### src/rtl/div_sequencer_pkg.sv
`default_nettype none
// ============================================================================
// Module  : div_sequencer_pkg
// Purpose : Shared definitions for the RV32M divide sequencer. These are the
//           divide-class funct3 encodings, the FSM state encoding, the
//           Execute result-mux selector value, and small decode helpers.
// Ports   : none (package)
// Options : none
// Revision: 1.0 - initial release
// ============================================================================
package div_sequencer_pkg;

  // funct3 encodings of the RV32M divide-class instructions
  localparam logic [2:0] F3_DIV  = 3'b100;
  localparam logic [2:0] F3_DIVU = 3'b101;
  localparam logic [2:0] F3_REM  = 3'b110;
  localparam logic [2:0] F3_REMU = 3'b111;

  // Execute-stage result mux input that carries the divider result
  localparam logic [2:0] EX_RES_SEL_DIV = 3'd4;

  typedef enum logic [2:0] {
    ST_IDLE  = 3'd0,
    ST_INIT  = 3'd1,
    ST_ITER  = 3'd2,
    ST_FIXUP = 3'd3,
    ST_DONE  = 3'd4
  } div_state_e;

  // DIV and REM treat their operands as two's complement
  function automatic logic f3_is_signed(input logic [2:0] f3);
    return (f3 == F3_DIV) || (f3 == F3_REM);
  endfunction

  // REM and REMU return the remainder instead of the quotient
  function automatic logic f3_is_rem(input logic [2:0] f3);
    return (f3 == F3_REM) || (f3 == F3_REMU);
  endfunction

endpackage : div_sequencer_pkg
`default_nettype wire

### src/rtl/div_sequencer_step.sv
`default_nettype none
// ============================================================================
// Module  : div_step
// Purpose : One combinational radix-2 restoring division step. The
//           {rem,quo} pair shifts left by one. The divisor is subtracted
//           from the widened partial remainder, and the subtraction is kept
//           when it does not borrow.
// Ports   : rem_i     - partial remainder
//           quo_i     - quotient / remaining dividend bits
//           divisor_i - divisor magnitude
//           rem_o     - next partial remainder
//           quo_o     - next quotient, with the new bit in the LSB
// Options : none
// Revision: 1.0 - initial release
// ============================================================================
module div_step #(
  parameter int WIDTH = 32
) (
  input  logic [WIDTH-1:0] rem_i,
  input  logic [WIDTH-1:0] quo_i,
  input  logic [WIDTH-1:0] divisor_i,
  output logic [WIDTH-1:0] rem_o,
  output logic [WIDTH-1:0] quo_o
);

  logic [WIDTH:0]   shifted;
  logic [WIDTH+1:0] trial;
  logic             fits;
  logic             unused_trial_msb;

  assign shifted = {rem_i, quo_i[WIDTH-1]};
  // An extra guard bit keeps the borrow visible even when the shifted
  // remainder already uses bit WIDTH.
  assign trial   = {1'b0, shifted} - {2'b00, divisor_i};
  assign fits    = ~trial[WIDTH+1];

  // After a successful subtraction the remainder is below the divisor, so
  // bit WIDTH is zero. The only exception is a zero divisor, whose result
  // is replaced later.
  assign unused_trial_msb = trial[WIDTH];

  assign rem_o = fits ? trial[WIDTH-1:0] : shifted[WIDTH-1:0];
  assign quo_o = {quo_i[WIDTH-2:0], fits};

endmodule : div_step
`default_nettype wire

### src/rtl/div_sequencer.sv
`default_nettype none
// ============================================================================
// Module  : div_sequencer
// Purpose : Multi-cycle RV32M DIV/DIVU/REM/REMU controller for the Execute
//           stage. It runs a radix-2 restoring divider for WIDTH steps and
//           applies the RISC-V divide-by-zero and overflow results. It
//           stalls Execute while busy and pulses done_o with the result.
// Ports   : clk_i, reset_i     - clock, synchronous active-high reset
//           start_i, funct3_i  - divide-class request and its funct3
//           src_a_i, src_b_i   - dividend / divisor (post-forwarding)
//           flush_i            - abort; has priority over everything
//           hold_i             - external Execute stall; freezes DONE
//           stall_o            - hold Execute and earlier stages
//           done_o, result_o   - result valid strobe and value
//           busy_o             - FSM not in IDLE
// Options : DIV_RESULT_CACHE_EN - single-entry result cache. A repeated
//           operand pair completes one cycle after start.
// Revision: 1.0 - initial release
// ============================================================================
module div_sequencer #(
  parameter int WIDTH = 32
) (
  input  logic             clk_i,
  input  logic             reset_i,
  input  logic             start_i,
  input  logic [2:0]       funct3_i,
  input  logic [WIDTH-1:0] src_a_i,
  input  logic [WIDTH-1:0] src_b_i,
  input  logic             flush_i,
  input  logic             hold_i,
  output logic             stall_o,
  output logic             done_o,
  output logic [WIDTH-1:0] result_o,
  output logic             busy_o
);

  import div_sequencer_pkg::*;

  localparam int               CNT_W   = $clog2(WIDTH) + 1;
  localparam logic [WIDTH-1:0] MIN_NEG = {1'b1, {(WIDTH-1){1'b0}}};

  div_state_e       state_q, state_d;
  logic [2:0]       funct3_q, funct3_d;
  logic [WIDTH-1:0] a_q, a_d, b_q, b_d;
  logic [WIDTH-1:0] rem_q, rem_d, quo_q, quo_d, bmag_q, bmag_d;
  logic [WIDTH-1:0] result_q, result_d;
  logic             signed_q, signed_d;
  logic             negq_q, negq_d, negr_q, negr_d;
  logic [CNT_W-1:0] cnt_q, cnt_d;
  logic             stall;

  logic [WIDTH-1:0] step_rem, step_quo;
  logic [WIDTH-1:0] a_mag, b_mag;
  logic [WIDTH-1:0] fix_quo, fix_rem;
  logic             cache_hit;
  logic [WIDTH-1:0] cache_result;

  div_step #(.WIDTH(WIDTH)) u_step (
    .rem_i     (rem_q),
    .quo_i     (quo_q),
    .divisor_i (bmag_q),
    .rem_o     (step_rem),
    .quo_o     (step_quo)
  );

  // Operand magnitudes. These are used only in INIT, where a_q, b_q and
  // signed_q already hold the latched request.
  assign a_mag = (signed_q && a_q[WIDTH-1]) ? -a_q : a_q;
  assign b_mag = (signed_q && b_q[WIDTH-1]) ? -b_q : b_q;

  // RISC-V special cases come first. Otherwise, restore the signs.
  always_comb begin
    fix_quo = negq_q ? -quo_q : quo_q;
    fix_rem = negr_q ? -rem_q : rem_q;
    if (b_q == '0) begin
      fix_quo = '1;
      fix_rem = a_q;
    end else if (signed_q && (a_q == MIN_NEG) && (b_q == '1)) begin
      fix_quo = a_q;
      fix_rem = '0;
    end
  end

`ifdef DIV_RESULT_CACHE_EN
  logic             cache_valid_q;
  logic [WIDTH-1:0] cache_a_q, cache_b_q, cache_quo_q, cache_rem_q;
  logic             cache_signed_q;
  logic             cache_wr;

  assign cache_hit = cache_valid_q && (cache_a_q == src_a_i) &&
                     (cache_b_q == src_b_i) &&
                     (cache_signed_q == f3_is_signed(funct3_i));
  assign cache_result = f3_is_rem(funct3_i) ? cache_rem_q : cache_quo_q;
  // A flush in FIXUP leaves the entry untouched.
  assign cache_wr = (state_q == ST_FIXUP) && !flush_i;

  always_ff @(posedge clk_i) begin
    if (reset_i) begin
      cache_valid_q  <= 1'b0;
      cache_a_q      <= '0;
      cache_b_q      <= '0;
      cache_signed_q <= 1'b0;
      cache_quo_q    <= '0;
      cache_rem_q    <= '0;
    end else if (cache_wr) begin
      cache_valid_q  <= 1'b1;
      cache_a_q      <= a_q;
      cache_b_q      <= b_q;
      cache_signed_q <= signed_q;
      cache_quo_q    <= fix_quo;
      cache_rem_q    <= fix_rem;
    end
  end
`else
  assign cache_hit    = 1'b0;
  assign cache_result = '0;
`endif

  always_comb begin
    state_d  = state_q;
    funct3_d = funct3_q;
    a_d      = a_q;
    b_d      = b_q;
    signed_d = signed_q;
    rem_d    = rem_q;
    quo_d    = quo_q;
    bmag_d   = bmag_q;
    negq_d   = negq_q;
    negr_d   = negr_q;
    cnt_d    = cnt_q;
    result_d = result_q;
    stall    = 1'b0;

    unique case (state_q)
      ST_IDLE: begin
        if (start_i) begin
          stall    = 1'b1;
          funct3_d = funct3_i;
          a_d      = src_a_i;
          b_d      = src_b_i;
          signed_d = f3_is_signed(funct3_i);
          if (cache_hit) begin
            state_d  = ST_DONE;
            result_d = cache_result;
          end else begin
            state_d  = ST_INIT;
          end
        end
      end
      ST_INIT: begin
        stall   = 1'b1;
        negq_d  = signed_q & (a_q[WIDTH-1] ^ b_q[WIDTH-1]);
        negr_d  = signed_q & a_q[WIDTH-1];
        rem_d   = '0;
        quo_d   = a_mag;
        bmag_d  = b_mag;
        cnt_d   = '0;
        state_d = ST_ITER;
      end
      ST_ITER: begin
        stall = 1'b1;
        rem_d = step_rem;
        quo_d = step_quo;
        cnt_d = cnt_q + CNT_W'(1);
        if (cnt_q == CNT_W'(WIDTH - 1)) begin
          state_d = ST_FIXUP;
        end
      end
      ST_FIXUP: begin
        stall    = 1'b1;
        result_d = f3_is_rem(funct3_q) ? fix_rem : fix_quo;
        state_d  = ST_DONE;
      end
      ST_DONE: begin
        // A start_i seen here belongs to the instruction that just finished.
        if (!hold_i) begin
          state_d = ST_IDLE;
        end
      end
      default: state_d = ST_IDLE;
    endcase

    // A flush aborts any state. The result register keeps its old value.
    if (flush_i) begin
      state_d  = ST_IDLE;
      stall    = 1'b0;
      result_d = result_q;
    end
  end

  always_ff @(posedge clk_i) begin
    if (reset_i) begin
      state_q  <= ST_IDLE;
      funct3_q <= '0;
      a_q      <= '0;
      b_q      <= '0;
      signed_q <= 1'b0;
      rem_q    <= '0;
      quo_q    <= '0;
      bmag_q   <= '0;
      negq_q   <= 1'b0;
      negr_q   <= 1'b0;
      cnt_q    <= '0;
      result_q <= '0;
    end else begin
      state_q  <= state_d;
      funct3_q <= funct3_d;
      a_q      <= a_d;
      b_q      <= b_d;
      signed_q <= signed_d;
      rem_q    <= rem_d;
      quo_q    <= quo_d;
      bmag_q   <= bmag_d;
      negq_q   <= negq_d;
      negr_q   <= negr_d;
      cnt_q    <= cnt_d;
      result_q <= result_d;
    end
  end

  assign stall_o  = stall & ~reset_i;
  assign done_o   = (state_q == ST_DONE) & ~flush_i;
  assign busy_o   = (state_q != ST_IDLE);
  assign result_o = result_q;

endmodule : div_sequencer
`default_nettype wire

### config.mk
export PLATFORM = sky130hd
export DESIGN_NAME = div_sequencer
export DESIGN_NICKNAME = d
export VERILOG_FILES = /design/src/rtl/div_sequencer_pkg.sv /design/src/rtl/div_sequencer_step.sv /design/src/rtl/div_sequencer.sv
export SDC_FILE = /design/constraint.sdc
export NUM_CORES = 1
export LEC_CHECK = 0
export BUFFER_PORTS_ARGS = -buffer_cell sky130_fd_sc_hd__buf_2
export CAP_MARGIN = 20
export CORE_ASPECT_RATIO = 0.9
export CORE_MARGIN = 1
export CORE_UTILIZATION = 50
export DETAILED_ROUTE_END_ITERATION = 8
export HOLD_SLACK_MARGIN = 0.03
export PLACE_DENSITY = 0.68
export SYNTH_ARGS = -nofsm -noshare
export SYNTH_HDL_FRONTEND = slang
export SYNTH_HIERARCHICAL = 1
export SYNTH_SLANG_ARGS = --single-unit
### constraint.sdc
create_clock -name clk_i -period 3.7 [get_ports clk_i]
set_clock_uncertainty 0.05 [all_clocks]
set_input_delay 0.555 -clock clk_i [delete_from_list [all_inputs] [get_ports clk_i]]
set_output_delay 0.555 -clock clk_i [all_outputs]
set_load 0.1 [all_outputs]
==> results.json, run 1 <==
{
  "via_count": 13200,
  "final_cells": 2169,
  "gr-usage-met1_pct": 46.3,
  "first_pass_iters": 5,
  "crit_family": "simple AND/OR/NAND/NOR gates",
  "critical_path_peak_fanout": 41,
  "peakVddDrop_v": 0.000319,
  "clk_pin_slew_worst_paths_ns": 0.06,
  "asyncSetResetFlopFracSynth_pct": 0,
  "synth_cell_type_count": 90,
  "clock_insertion_delay_worst_skew_ns": 0.54,
  "via_count_of_the_first_global_routing_pass": 11600,
  "synthFlopType": "sky130_fd_sc_hd__dfxtp_1",
  "fp-row-count": 56,
  "ctsHoldBuffers": 0,
  "max_clock_freq_ghz": 0.295,
  "outcome": "finished clean",
  "total_cts_buffers": 24,
  "effective_utilization_at_floorplan_pct": 51.2,
  "yosysWarnings": 6,
  "fill_cells": 2564,
  "die_width_um": 175,
  "first_pass_grt_wire_length_um": 66600,
  "yosys_reg_bits": 206,
  "finalHoldViolCount": 0,
  "fin_worst_hold_slack_ns": 0.195,
  "worst_slew_pin_slew_ns": 1.08,
  "worst_path_largest_cell_delay_ns": 0.62,
  "detail-route-antenna-nets": 0,
  "grt.total_usage_pct": 30.7,
  "cts.repair_timing.setup_buffer_count": 0,
  "grt_start_max_net_pins": 183,
  "syn_area_per_cell_sq_um": 7.48,
  "p_leak_nw": 5.88,
  "setup_viol_count_final": 0,
  "edff_count_synth": 0,
  "ioPinCount": 107,
  "most_frequent_cells_in_the_layout": "272 x sky130_fd_sc_hd__nand2_1, 206 x sky130_fd_sc_hd__dfxtp_1, 191 x sky130_fd_sc_hd__nor2_1, 172 x sky130_fd_sc_hd__a21oi_1, 105 x sky130_fd_sc_hd__buf_2",
  "antennaDiodeCount": 0,
  "start_kind": "register",
  "cts.path.max_buffers": 3,
  "slew_violations": 0,
  "rsz0062_at_grt": "no",
  "worstPathRequired_ns": 4.07,
  "syn_nets": 1908,
  "post_cts.resized_instances": 0,
  "drc": 0,
  "drive_gt1_share_pct": 12.6,
  "grt_most_used_layer": "met1",
  "totalNegativeSetupSlack_ns": 0,
  "crit_arrival_ns": 3.76,
  "timing_worst_setup_path_type": "register to register",
  "clock-sinks": 206,
  "count_of_input_and_output_buffers": 106,
  "die_y_um": 158,
  "floorplan.die_area_sq_mm": 0.0276,
  "netlist_instances": 1797,
  "power_per_cell_area_mw_per_mm2": 414,
  "min_path_type": "primary input to register",
  "most_common_library_cell_in_the_layout_ignoring_fill_and_taps": "sky130_fd_sc_hd__nand2_1",
  "use_met3_pct": 6.99,
  "tritoncts": "yes",
  "dpl.hpwl_um": 31600,
  "worstPathBufferInverterCount": 2,
  "globalplace.congestion": 0.988,
  "fin_nets": 1915,
  "use_met2_pct": 43.5,
  "grt_antenna_before_repair": 0,
  "drt_first_iter_violations": 1482,
  "synth_sequential_area_ratio_pct": 30.7,
  "final.period_utilization_pct": 91.6,
  "max-cap-violations": 0,
  "slew-limit-headroom_pct": 27.9,
  "placeable_core_region_sq_mm": 0.0263,
  "post-place-cells": 2125,
  "post_drt_via_cell_ratio": 6.08,
  "syn-cell-area_sq_mm": 0.0134,
  "finalWorstPathRequiredPeriod_ns": 3.39,
  "wl_final_um": 42700,
  "end_kind": "register",
  "cp_cell_sequence": "inv_1 -> ha_1 -> or4b_2 -> nand4bb_4 -> nor4_4 -> buf_12 -> nor2_1 -> nand2_1 -> a21oi_1 -> nor4_1",
  "routedWlPerCell_um": 19.7,
  "globalRouteOverflowTotal": 0,
  "slowest_cp_cell": "sky130_fd_sc_hd__or4b_2",
  "clock_tree.htree_level_count": 1,
  "cts-root-buf": "sky130_fd_sc_hd__clkbuf_16",
  "area.growth.synth_to_final_pct": 10.5
}
## flip-flops by register name (all words and copies together), names as in the netlist
name and count:
b_q 32, state_q 3, quo_q 32, a_q 32, result_o 32, negq_q 1
signed_q 1, rem_q 32, negr_q 1, cnt_q 6, funct3_q 2, bmag_q 32
## metrics by stage
step                      instance area, sq um  power (mW)  setup WS [ns]  utilization, %
after CTS                                14800        6.16          0.370            56.4
after floorplan                          13500        3.29          0.440               -
after global placement                   13900        3.56          0.476            53.1
after global routing                     14900        6.41         0.0541            56.6
final                                    14900        6.16          0.310            56.6
after detailed placement                 13900        3.58          0.410            53.1
## worst paths after layout
kind                                                from                        to  slack, ns  cells after the start
worst max register to register       b_q[1]$_SDFFE_PP0N_  result_o[7]$_SDFFE_PP0P_       0.31                     10
worst max-delay path                 b_q[1]$_SDFFE_PP0N_  result_o[7]$_SDFFE_PP0P_       0.31                     10
worst min-delay path                          src_a_i[7]       a_q[7]$_SDFFE_PP0N_       0.19                      3
worst min register to register  result_o[2]$_SDFFE_PP0P_  result_o[2]$_SDFFE_PP0P_       0.40                      2
## power breakdown
group / total [mW] / switching, mW / internal, mW
Clock: 2.59 / 0.975 / 1.61
Sequential: 2.44 / 0.142 / 2.30
Combinational: 1.12 / 0.698 / 0.426
## cells in the mapped netlist (38+ instances only)
master,n,share of area [%]
sky130_fd_sc_hd__xor2_1,74,4.8
sky130_fd_sc_hd__nor3_1,41,1.5
sky130_fd_sc_hd__o31ai_1,39,2.2
sky130_fd_sc_hd__a21oi_1,172,6.4
sky130_fd_sc_hd__dfxtp_1,206,31
sky130_fd_sc_hd__nor2_1,194,5.4
sky130_fd_sc_hd__inv_1,58,1.6
sky130_fd_sc_hd__a211oi_1,43,2.4
sky130_fd_sc_hd__ha_1,38,3.5
sky130_fd_sc_hd__nand2_1,273,7.6
sky130_fd_sc_hd__xnor2_1,62,4.0
sky130_fd_sc_hd__a22oi_1,41,2.3
sky130_fd_sc_hd__o21ai_0,88,3.3
sky130_fd_sc_hd__clkbuf_1,89,2.5
## cell families (layout without fill, tap and decap cells)
kind of cell | after synthesis | after routing | synth area share, %
buffers and inverters | 217 | 241 | 7.42
AOI/OAI and AO/OA | 531 | 531 | 26.3
adders and majority gates | 39 | 39 | 3.68
muxes | 7 | 7 | 0.614
DFF | 206 | 206 | 30.7
and+or+nand+nor | 661 | 661 | 22.5
xor gates and xnor gates | 136 | 136 | 8.86
## metal layers
metal | wire length (um) | up-vias
met5 | 0 | -
met4 | 945 | 0
met3 | 4200 | 63
met2 | 17100 | 592
met1 | 20400 | 6147
li1 | - | 6392
## final cells by class
class	count	area (sq um)	share of cell area, %
Multi-Input combinational cell	1374	8360	56.2
Sequential cell	206	4120	27.8
Timing Repair Buffer	138	835	5.62
Clock buffer	33	704	4.74
Tap cell	348	435	2.93
Inverter	60	225	1.52
Clock inverter	10	180	1.21
## worst min-delay path: cells and delay by family
| kind | cells | cell delay (ns) |
|---|---|---|
| buffers and inverters | 1 | 0.09 |
| AOI/OAI and AO/OA | 1 | 0.05 |
| and+or+nand+nor | 1 | 0.04 |
(Power assumes the default switching activity.)
==> run 2: changes to the inputs <==
--- a/config.mk
+++ b/config.mk
@@ -13,6 +13,7 @@
 export DETAILED_ROUTE_END_ITERATION = 8
 export HOLD_SLACK_MARGIN = 0.03
 export PLACE_DENSITY = 0.68
+export RECOVER_POWER = 100
 export SYNTH_ARGS = -nofsm -noshare
 export SYNTH_HDL_FRONTEND = slang
 export SYNTH_HIERARCHICAL = 1
==> run 2 against run 1 <==
Net effect: the flow now finishes with violations (max-capacitance violations, max-slew violations); final cell count did not move; setup slack worse by 0.014 ns; die area stayed put; sequential share of layout area grew 0.24 points; critical endpoint is now result_o[2]$_SDFFE_PP0P_.
==> results.json, run 2 (synthesized netlist as in run 1, its figures left out) <==
{
  "fp-row-count": 56,
  "dpl.hpwl_um": 31600,
  "min_path_type": "primary input to register",
  "min_delay_path_depth": 3,
  "drc": 0,
  "total_cts_buffers": 24,
  "clock-sinks": 206,
  "post_drt_via_cell_ratio": 6.08,
  "end_kind": "register",
  "max-cap-violations": 2,
  "ctsHoldBuffers": 0,
  "timing_worst_setup_path_type": "register to register",
  "die_width_um": 175,
  "slew-limit-headroom_pct": -42.5,
  "slowest_cp_cell": "sky130_fd_sc_hd__or3_1",
  "final.period_utilization_pct": 92.0,
  "ioPinCount": 107,
  "fin_nets": 1915,
  "final_cells": 2169,
  "post-route-cell-area_sq_mm": 0.0147,
  "effective_utilization_at_floorplan_pct": 51.2,
  "start_kind": "register",
  "worst_slew_pin_slew_ns": 2.14,
  "violated_checks": "max-capacitance violations, max-slew violations",
  "routedWlPerCell_um": 19.6,
  "drt_first_iter_violations": 1520,
  "slew_violations": 258,
  "fin_worst_hold_slack_ns": 0.194,
  "worstPathRequired_ns": 3.96,
  "tritoncts": "yes",
  "clock_tree.htree_level_count": 1,
  "finish.utilization_pct": 56.1,
  "worstPathBufferInverterCount": 1,
  "globalRouteOverflowTotal": 0,
  "most_common_library_cell_in_the_layout_ignoring_fill_and_taps": "sky130_fd_sc_hd__nand2_1",
  "max_clock_freq_ghz": 0.294,
  "wl_met1_um": 20000,
  "grt.total_usage_pct": 30.7,
  "placed_cell_area_sq_mm": 0.0139,
  "most_common_cell_on_crit_path": "sky130_fd_sc_hd__a21oi_1",
  "critical_path_peak_fanout": 20,
  "first_pass_iters": 6,
  "placeable_core_region_sq_mm": 0.0263,
  "power_per_cell_area_mw_per_mm2": 416,
  "crit_arrival_ns": 3.66,
  "cts.repair_timing.setup_buffer_count": 0,
  "clk_pin_slew_worst_paths_ns": 0.06,
  "grt_start_max_net_pins": 183,
  "maxUsedRoutingLayer": "met4",
  "globalplace.congestion": 0.988,
  "cp_cell_sequence": "nor4_1 -> nand4_1 -> or3_1 -> nor2_2 -> clkbuf_2 -> a21oi_1 -> o221ai_1 -> a21oi_1",
  "rsz0062_at_grt": "no",
  "count_of_input_and_output_buffers": 106,
  "die_y_um": 158,
  "worst_path_largest_cell_delay_ns": 0.53,
  "most_frequent_cells_in_the_layout": "272 x sky130_fd_sc_hd__nand2_1, 206 x sky130_fd_sc_hd__dfxtp_1, 191 x sky130_fd_sc_hd__nor2_1, 172 x sky130_fd_sc_hd__a21oi_1, 89 x sky130_fd_sc_hd__o21ai_0",
  "detailroute.wirelength.met2_um": 17200,
  "drive_gt1_share_pct": 10.1,
  "detail-route-antenna-nets": 0,
  "clock_insertion_delay_worst_skew_ns": 0.54,
  "setup_viol_count_final": 0,
  "crit_family": "simple AND/OR/NAND/NOR gates",
  "finalHoldViolCount": 0,
  "routed-wl-met3_um": 4510,
  "outcome": "finished with violations",
  "first_pass_grt_wire_length_um": 66600,
  "area.growth.synth_to_final_pct": 9.54,
  "via_count_of_the_first_global_routing_pass": 11600,
  "floorplan.die_area_sq_mm": 0.0276,
  "critical_path_cell_count": 8,
  "post-place-cells": 2125,
  "cts-root-buf": "sky130_fd_sc_hd__clkbuf_16",
  "finalWorstPathRequiredPeriod_ns": 3.40,
  "area_used_by_sequential_logic_in_the_layout_sq_mm": 0.00412,
  "cts.path.max_buffers": 3,
  "antennaDiodeCount": 0,
  "r2r.worst_path.cells": 8,
  "p_leak_nw": 5.70,
  "multiInputGateArea_sq_mm": 0.00833,
  "peakVddDrop_v": 0.000319,
  "via_count": 13200,
  "grt_antenna_before_repair": 0,
  "totalNegativeSetupSlack_ns": 0,
  "post_cts.resized_instances": 0,
  "fill_cells": 2584,
  "wl_final_um": 42600
}
## run 2: cell count changes in the layout (fill, tap and decap cells not counted), moves of 4 or more
cell / delta
sky130_fd_sc_hd__buf_2: -35
sky130_fd_sc_hd__clkbuf_2: +4
sky130_fd_sc_hd__clkbuf_1: +39
sky130_fd_sc_hd__buf_4: -6
## run 2: final cells by class
type / instances / area share [%]
clock inverter: 10 / 1.22
multi-input combinational: 1374 / 56.5
tap: 348 / 2.96
clock buffer: 33 / 4.78
inverter: 60 / 1.53
timing repair buffer: 138 / 5.00
sequential: 206 / 28.0
## run 2: worst min-delay path, delay by kind of cell
family	cells	cell delay [ns]
AND/OR/NAND/NOR	1	0.04
AO/OA/AOI/OAI	1	0.05
buffers and inverters	1	0.09
## run 2: report_power, final
part           leakage, nW  switching [mW]  internal, mW  total (mW)
registers             1.68           0.142          2.30        2.44
logic                 3.59           0.691         0.409        1.10
clock network        0.428           0.976          1.61        2.59
total                 5.70            1.81          4.33        6.13
## run 2: worst paths after layout
path / startpoint / endpoint / slack, ns
max reg2reg: a_q[5]$_SDFFE_PP0N_ / result_o[2]$_SDFFE_PP0P_ / 0.30
max: a_q[5]$_SDFFE_PP0N_ / result_o[2]$_SDFFE_PP0P_ / 0.30
min reg2reg: result_o[2]$_SDFFE_PP0P_ / result_o[2]$_SDFFE_PP0P_ / 0.40
min: src_a_i[7] / a_q[7]$_SDFFE_PP0N_ / 0.19
## run 2: per-layer routing
| layer | global-route usage, % | vias up |
|---|---|---|
| li1 | - | 6387 |
| met1 | 46.3 | 6136 |
| met2 | 43.5 | 601 |
| met3 | 6.99 | 60 |
| met4 | 6.92 | 0 |
| met5 | 0 | - |
## run 2: stage by stage
| stage | power, mW | setup WS, ns |
|---|---|---|
| finish | 6.13 | 0.296 |
| global route | 6.39 | 0.0350 |
| CTS | 6.16 | 0.370 |
| detailed placement | 3.58 | 0.410 |
| global placement | 3.56 | 0.476 |
| floorplan | 3.29 | 0.440 |
